**src/rtl/mdio_responder.sv**
```systemverilog
// MDIO (clause 22) responder.
// Oversamples the management interface with the system clock. Decodes read and
// write frames addressed to PHY_ADDR. Presents a simple register-bus handshake:
//   - reads use a one-clk request, with data returned one clk later;
//   - writes use a one-clk strobe.
module mdio_responder #(
  parameter logic [4:0] PHY_ADDR     = 5'd1,
  parameter int         PREAMBLE_MIN = 32
) (
  input  logic        clk,
  input  logic        reset_n,
  input  logic        mdc,
  input  logic        mdio_in,
  output logic        mdio_out,
  output logic        mdio_oen,
  output logic [4:0]  reg_addr,
  output logic        reg_rd_en,
  input  logic [15:0] reg_rd_data,
  output logic        reg_wr_en,
  output logic [15:0] reg_wr_data,
  output logic        frame_err
);

  localparam logic [2:0] S_IDLE  = 3'd0;
  localparam logic [2:0] S_ST    = 3'd1;
  localparam logic [2:0] S_OP    = 3'd2;
  localparam logic [2:0] S_PHYAD = 3'd3;
  localparam logic [2:0] S_REGAD = 3'd4;
  localparam logic [2:0] S_TA    = 3'd5;
  localparam logic [2:0] S_DATA  = 3'd6;
  localparam logic [2:0] S_SKIP  = 3'd7;

  localparam logic [5:0] PRE_MIN = 6'(PREAMBLE_MIN);
  localparam logic [5:0] PRE_SAT = 6'd32;

  logic        mdc_s1, mdc_s2, mdc_d;
  logic        mdio_s1, mdio_s2;
  logic        mdc_rise;
  logic        bit_in;

  logic [2:0]  state;
  logic [4:0]  bit_cnt;
  logic [5:0]  pre_cnt;
  logic        op_hi;
  logic        is_read;
  logic [4:0]  phy_sh;
  logic [3:0]  addr_sh;
  logic [15:0] shreg;
  logic        rd_cap;

  // Two-flop synchronisers for both pads plus one extra MDC stage for edge detection
  always_ff @(posedge clk) begin
    if (!reset_n) begin
      mdc_s1  <= 1'b0;
      mdc_s2  <= 1'b0;
      mdc_d   <= 1'b0;
      mdio_s1 <= 1'b0;
      mdio_s2 <= 1'b0;
    end else begin
      mdc_s1  <= mdc;
      mdc_s2  <= mdc_s1;
      mdc_d   <= mdc_s2;
      mdio_s1 <= mdio_in;
      mdio_s2 <= mdio_s1;
    end
  end

  assign mdc_rise = mdc_s2 & ~mdc_d;
  assign bit_in   = mdio_s2;

  // Frame decoder: advances by one bit on every detected MDC rising edge
  always_ff @(posedge clk) begin
    if (!reset_n) begin
      state       <= S_IDLE;
      bit_cnt     <= 5'd0;
      pre_cnt     <= 6'd0;
      op_hi       <= 1'b0;
      is_read     <= 1'b0;
      phy_sh      <= 5'd0;
      addr_sh     <= 4'd0;
      shreg       <= 16'd0;
      rd_cap      <= 1'b0;
      mdio_out    <= 1'b0;
      mdio_oen    <= 1'b1;
      reg_addr    <= 5'd0;
      reg_rd_en   <= 1'b0;
      reg_wr_en   <= 1'b0;
      reg_wr_data <= 16'd0;
      frame_err   <= 1'b0;
    end else begin
      reg_rd_en <= 1'b0;
      reg_wr_en <= 1'b0;
      frame_err <= 1'b0;
      // Read data arrives one clk after the request; MDC is slow enough that
      // no bit edge can coincide with this capture.
      rd_cap    <= reg_rd_en;
      if (rd_cap) begin
        shreg <= reg_rd_data;
      end

      if (mdc_rise) begin
        case (state)
          S_IDLE: begin
            if (bit_in) begin
              if (pre_cnt != PRE_SAT) begin
                pre_cnt <= pre_cnt + 6'd1;
              end
            end else begin
              // A zero after a long enough preamble is the first start bit
              pre_cnt <= 6'd0;
              if (pre_cnt >= PRE_MIN) begin
                state <= S_ST;
              end
            end
          end

          S_ST: begin
            if (bit_in) begin
              state   <= S_OP;
              bit_cnt <= 5'd0;
            end else begin
              state     <= S_IDLE;
              frame_err <= 1'b1;
            end
          end

          S_OP: begin
            if (bit_cnt == 5'd0) begin
              op_hi   <= bit_in;
              bit_cnt <= 5'd1;
            end else if (op_hi != bit_in) begin
              // 10 is a read, 01 is a write
              is_read <= op_hi;
              state   <= S_PHYAD;
              bit_cnt <= 5'd0;
            end else begin
              state     <= S_IDLE;
              frame_err <= 1'b1;
            end
          end

          S_PHYAD: begin
            phy_sh <= {phy_sh[3:0], bit_in};
            if (bit_cnt == 5'd4) begin
              state   <= S_REGAD;
              bit_cnt <= 5'd0;
            end else begin
              bit_cnt <= bit_cnt + 5'd1;
            end
          end

          S_REGAD: begin
            addr_sh <= {addr_sh[2:0], bit_in};
            if (bit_cnt == 5'd4) begin
              reg_addr <= {addr_sh, bit_in};
              bit_cnt  <= 5'd0;
              if (phy_sh != PHY_ADDR) begin
                state <= S_SKIP;
              end else begin
                state     <= S_TA;
                reg_rd_en <= is_read;
              end
            end else begin
              bit_cnt <= bit_cnt + 5'd1;
            end
          end

          S_TA: begin
            if (is_read) begin
              if (bit_cnt == 5'd0) begin
                // Start driving the turnaround zero; the master samples it next edge
                mdio_oen <= 1'b0;
                mdio_out <= 1'b0;
                bit_cnt  <= 5'd1;
              end else begin
                mdio_out <= shreg[15];
                shreg    <= {shreg[14:0], 1'b0};
                state    <= S_DATA;
                bit_cnt  <= 5'd0;
              end
            end else begin
              if (bit_cnt == 5'd0) begin
                if (bit_in) begin
                  bit_cnt <= 5'd1;
                end else begin
                  state     <= S_IDLE;
                  frame_err <= 1'b1;
                end
              end else if (!bit_in) begin
                state   <= S_DATA;
                bit_cnt <= 5'd0;
              end else begin
                state     <= S_IDLE;
                frame_err <= 1'b1;
              end
            end
          end

          S_DATA: begin
            if (is_read) begin
              if (bit_cnt == 5'd15) begin
                // D0 has been sampled by the master at this edge: release the line
                mdio_oen <= 1'b1;
                mdio_out <= 1'b0;
                state    <= S_IDLE;
              end else begin
                mdio_out <= shreg[15];
                shreg    <= {shreg[14:0], 1'b0};
                bit_cnt  <= bit_cnt + 5'd1;
              end
            end else begin
              shreg <= {shreg[14:0], bit_in};
              if (bit_cnt == 5'd15) begin
                reg_wr_data <= {shreg[14:0], bit_in};
                reg_wr_en   <= 1'b1;
                state       <= S_IDLE;
              end else begin
                bit_cnt <= bit_cnt + 5'd1;
              end
            end
          end

          S_SKIP: begin
            // Let the other PHY's turnaround and data go by untouched
            if (bit_cnt == 5'd17) begin
              state   <= S_IDLE;
              pre_cnt <= 6'd0;
            end else begin
              bit_cnt <= bit_cnt + 5'd1;
            end
          end

          default: begin
            state <= S_IDLE;
          end
        endcase
      end
    end
  end

endmodule

```
**config.mk**
```make
export PLATFORM = sky130hd
export DESIGN_NAME = mdio_responder
export DESIGN_NICKNAME = d
export VERILOG_FILES = /design/src/rtl/mdio_responder.sv
export SDC_FILE = /design/constraint.sdc
export NUM_CORES = 1
export LEC_CHECK = 0
export ABC_CLOCK_PERIOD_IN_PS = 2420
export CAP_MARGIN = 20
export CORE_MARGIN = 5
export CORE_UTILIZATION = 33
export CTS_BUF_LIST = sky130_fd_sc_hd__clkbuf_16
export DETAILED_ROUTE_END_ITERATION = 7
export PLACE_DENSITY = 0.64
export SETUP_SLACK_MARGIN = 0.4
export SYNTH_ARGS = -nofsm -noshare
export SYNTH_HDL_FRONTEND = slang
export SYNTH_SLANG_ARGS = --single-unit
```
**constraint.sdc**
```tcl
create_clock -name clk -period 2.42 [get_ports clk]
set_input_delay 0.484 -clock clk [delete_from_list [all_inputs] [get_ports clk]]
set_output_delay 0.484 -clock clk [all_outputs]
set_load 0.01 [all_outputs]
```
==> results.toml <==
[status]
outcome = "complete, no violations"

[layout]
seq_area_mm2 = 0.00147
syn_to_final_growth_pct = 34.9
multi_input_area_mm2 = 0.00194
fin_area_mm2 = 0.00466
num_antenna_cells = 0
nets = 487
n_fill_cell = 1000
drive_gt1_frac = 0.168

[place]
port_buffers = 45
place.gp.congestion = 0.890
placed_area_mm2 = 0.00411
place_ws_ns = 0.178
dp.final_hpwl_um = 5860

[clocking]
clk_pin_slew_ns = 0.06
clkLatencyLatePin_ns = 0.33
cts_tree = "yes"
cts_buffer_depth = 2
clock-sinks = 73
numCtsBuffers = 9
cts_max_level = 3
cts_root_buf = "clkbuf_16"

[setup_path]
cp_slowest_cell = "o22ai_1"
endpoint_kind = "register"
r2r_cells = 7
cp-start-kind = "register"
critical_path.startpoint = "bit_cnt[0]"
cp_cell_sequence = "inv_4, ha_4, nand4bb_1, a21oi_1, o22ai_1, nand3_2, o32ai_1"
slowest_delay_ns = 0.49
endpoint = "bit_cnt[3]"
cp.required_ns = 2.66
critical_path_class = "reg2reg"
rrSetupSlack_ns = 0.43
arrival_ns = 2.23
r2r-start = "bit_cnt[0]"
r2r-end = "bit_cnt[3]"
cp_max_fo = 7

[logic_synthesis]
syn-num-nets = 432
synthesis.area_mm2 = 0.00346
seq_area_frac_synth = 0.423
ys_dominant_reg_cell = "dfxtp_1"
yosysMostFrequentCell = "dfxtp_1"
syn_inst = 405
yosys-top-cells-count = "73 x dfxtp_1, 49 x nand2_1, 41 x nor2_1"
ys_warn_count = 0
synth_area_leader_cell = "dfxtp_1"
synth_seq_cells = 73
ys_types = 55
async_reset_ff_frac = 0
synth_edf_count = 0
synth.area.top_cells = "dfxtp_1 42%, mux2i_1 8.7%, nand2_1 5.3%, a21oi_1 5.2%, nor2_1 4.5%"
syn_area_per_cell_um2 = 8.53
synth_top_area_frac = 0.423

[timing]
setup_slack_ns = 0.430
drv_slew = 0
slew_headroom = 0.600
fin_worst_skew_ns = 0.00630
final-setup-viol-count = 0
min_period_ns = 1.99
fmax_ghz = 0.502
fin_crit_sh = 0.822
rsz0062_at_grt = "true"
worst_slew_pin_slew_ns = 0.601
hold_violations = 0
setup_tns_ns = 0

[power_and_ir_drop]
p_seq_frac = 0.417
vdd_drop_max_v = 0.000427
powerDensity_mw_per_mm2 = 620
intPower_mw = 2.35
sw_frac_of_total = 0.189
p_leak_nw = 1.69
p_switching_mw = 0.546
p_comb_frac = 0.028
clock_power_share = 0.555

[detailed_routing]
vias_per_cell = 5.10
drtAntennaViolNets = 0
drt_iter0_markers = 207
drc = 0
totalWireLength_um = 8620
dr.pass1.iters = 4
vias = 3061
route.detailed.wl_per_inst_um = 14.4

[global_route]
antenna_found_initial = 0
grt_overflow_total = 0
grt_pass1_vias = 2950
grt.total_usage = 0.137
grt_pass1_wl_um = 14300
grt_max_degree = 39

[floorplanning]
die-width_um = 112
io_pins = 46
die_height_um = 112
std_cell_rows = 37
start_util = 0.336
fp.dieArea_mm2 = 0.0126
core-area_mm2 = 0.0103

[worst_hold_path]
min_path_type = "reg2reg"

[run]
maxCapViolCount = 0
-- critical path: cells and delay by family, from the launching register on --
| kind | cells | cell delay [ns] |
|---|---|---|
| compound gates | 3 | 0.88 |
| simple gates | 2 | 0.45 |
| flops | 1 | 0.37 |
| fa+ha+maj | 1 | 0.15 |
| buf+inv | 1 | 0.05 |
-- through the flow --
step	util	hold slack (ns)	std cells	power, mW
2_1_floorplan	-	0.412	405	1.26
3_3_place_gp	0.400	0.414	575	1.31
3_5_place_dp	0.400	0.426	575	1.31
4_1_cts	0.443	0.440	594	2.92
5_1_grt	0.454	0.451	600	2.98
6_report	0.454	0.433	600	2.89
-- logic make-up after synthesis --
| kind of cell | after synthesis | synth area share |
|---|---|---|
| AO/OA/AOI/OAI | 95 | 0.181 |
| XOR/XNOR | 2 | 0.00507 |
| adder cells (fa/ha/maj) | 7 | 0.0253 |
| buffers and inverters | 41 | 0.0456 |
| flip-flops | 73 | 0.423 |
| multiplexers | 32 | 0.0934 |
| AND/OR/NAND/NOR | 155 | 0.227 |
-- state kept, by name, indices dropped and copies added (netlist names), 3 cells and up --
register and count:
addr_sh 4, bit_cnt 5, phy_sh 5, pre_cnt 6
reg_addr 5, reg_wr_data 16, shreg 16, state 3
-- routing by layer --
layer / vias up / share of wire / track usage
met1: 1439 / 0.47 / 0.176
met5: - / 0 / 0
li1: 1547 / - / -
met4: 0 / 0.022 / 0.0721
met2: 60 / 0.47 / 0.214
met3: 15 / 0.037 / 0.0302
-- power by group through the flow --
| stage | Combinational, mW | Sequential (mW) | Clock (mW) |
|---|---|---|---|
| 5_1_grt | 0.0886 | 1.20 | 1.69 |
| 2_1_floorplan | 0.0311 | 1.23 | 0 |
| 6_report | 0.0816 | 1.20 | 1.61 |
| 3_5_place_dp | 0.0803 | 1.23 | 0 |
| 3_3_place_gp | 0.0809 | 1.23 | 0 |
| 4_1_cts | 0.0814 | 1.21 | 1.63 |
-- what timing repair did --
action / 4_1_cts / 5_1_grt
endpoints found under the setup margin: 30 / 30
pin swaps: 9 / 7
buffers inserted: 4 / 6
gates resized for setup: 19 / 15
hold buffers: 0 / 0
-- cells in the final DEF (no fill, tap or decap), types with 3 or more instances in the layout --
master / instances
dfxtp_1: 69
nand2_1: 49
clkdlybuf4s50_1: 45
nor2_1: 40
a21oi_1: 33
mux2i_1: 30
buf_4: 24
a211oi_1: 15
o21ai_0: 11
inv_1: 10
nand3_1: 9
clkbuf_16: 9
and2_1: 8
nor2b_1: 7
and3_1: 4
nor3_1: 4
nand2b_1: 4
nand4_1: 4
a32oi_1: 4
o22ai_1: 4
or3_1: 4
ha_1: 4
bufinv_16: 4
a21oi_2: 3
a211oi_2: 3
o21ai_1: 3
-- how the worst min path moves through the flow --
stage | slack, ns | start | end | cells past startpoint
2_1_floorplan | 0.41 | mdio_s1 | bit_in | 1
3_3_place_gp | 0.41 | mdc_s1 | mdc_s2 | 1
3_5_place_dp | 0.43 | mdc_s1 | mdc_s2 | 1
4_1_cts | 0.44 | mdc_s1 | mdc_s2 | 1
5_1_grt | 0.45 | mdc_s1 | mdc_s2 | 1
6_report | 0.43 | mdc_s1 | mdc_s2 | 1
-- area by class of cell --
type | count | area share
sequential | 73 | 0.316
tap | 136 | 0.0365
clock buffer | 9 | 0.0483
clock inverter | 6 | 0.0284
multi-input combinational | 291 | 0.416
inverter | 13 | 0.0110
timing repair buffer | 72 | 0.144
Note: power is estimated with default switching activity, not from simulation.
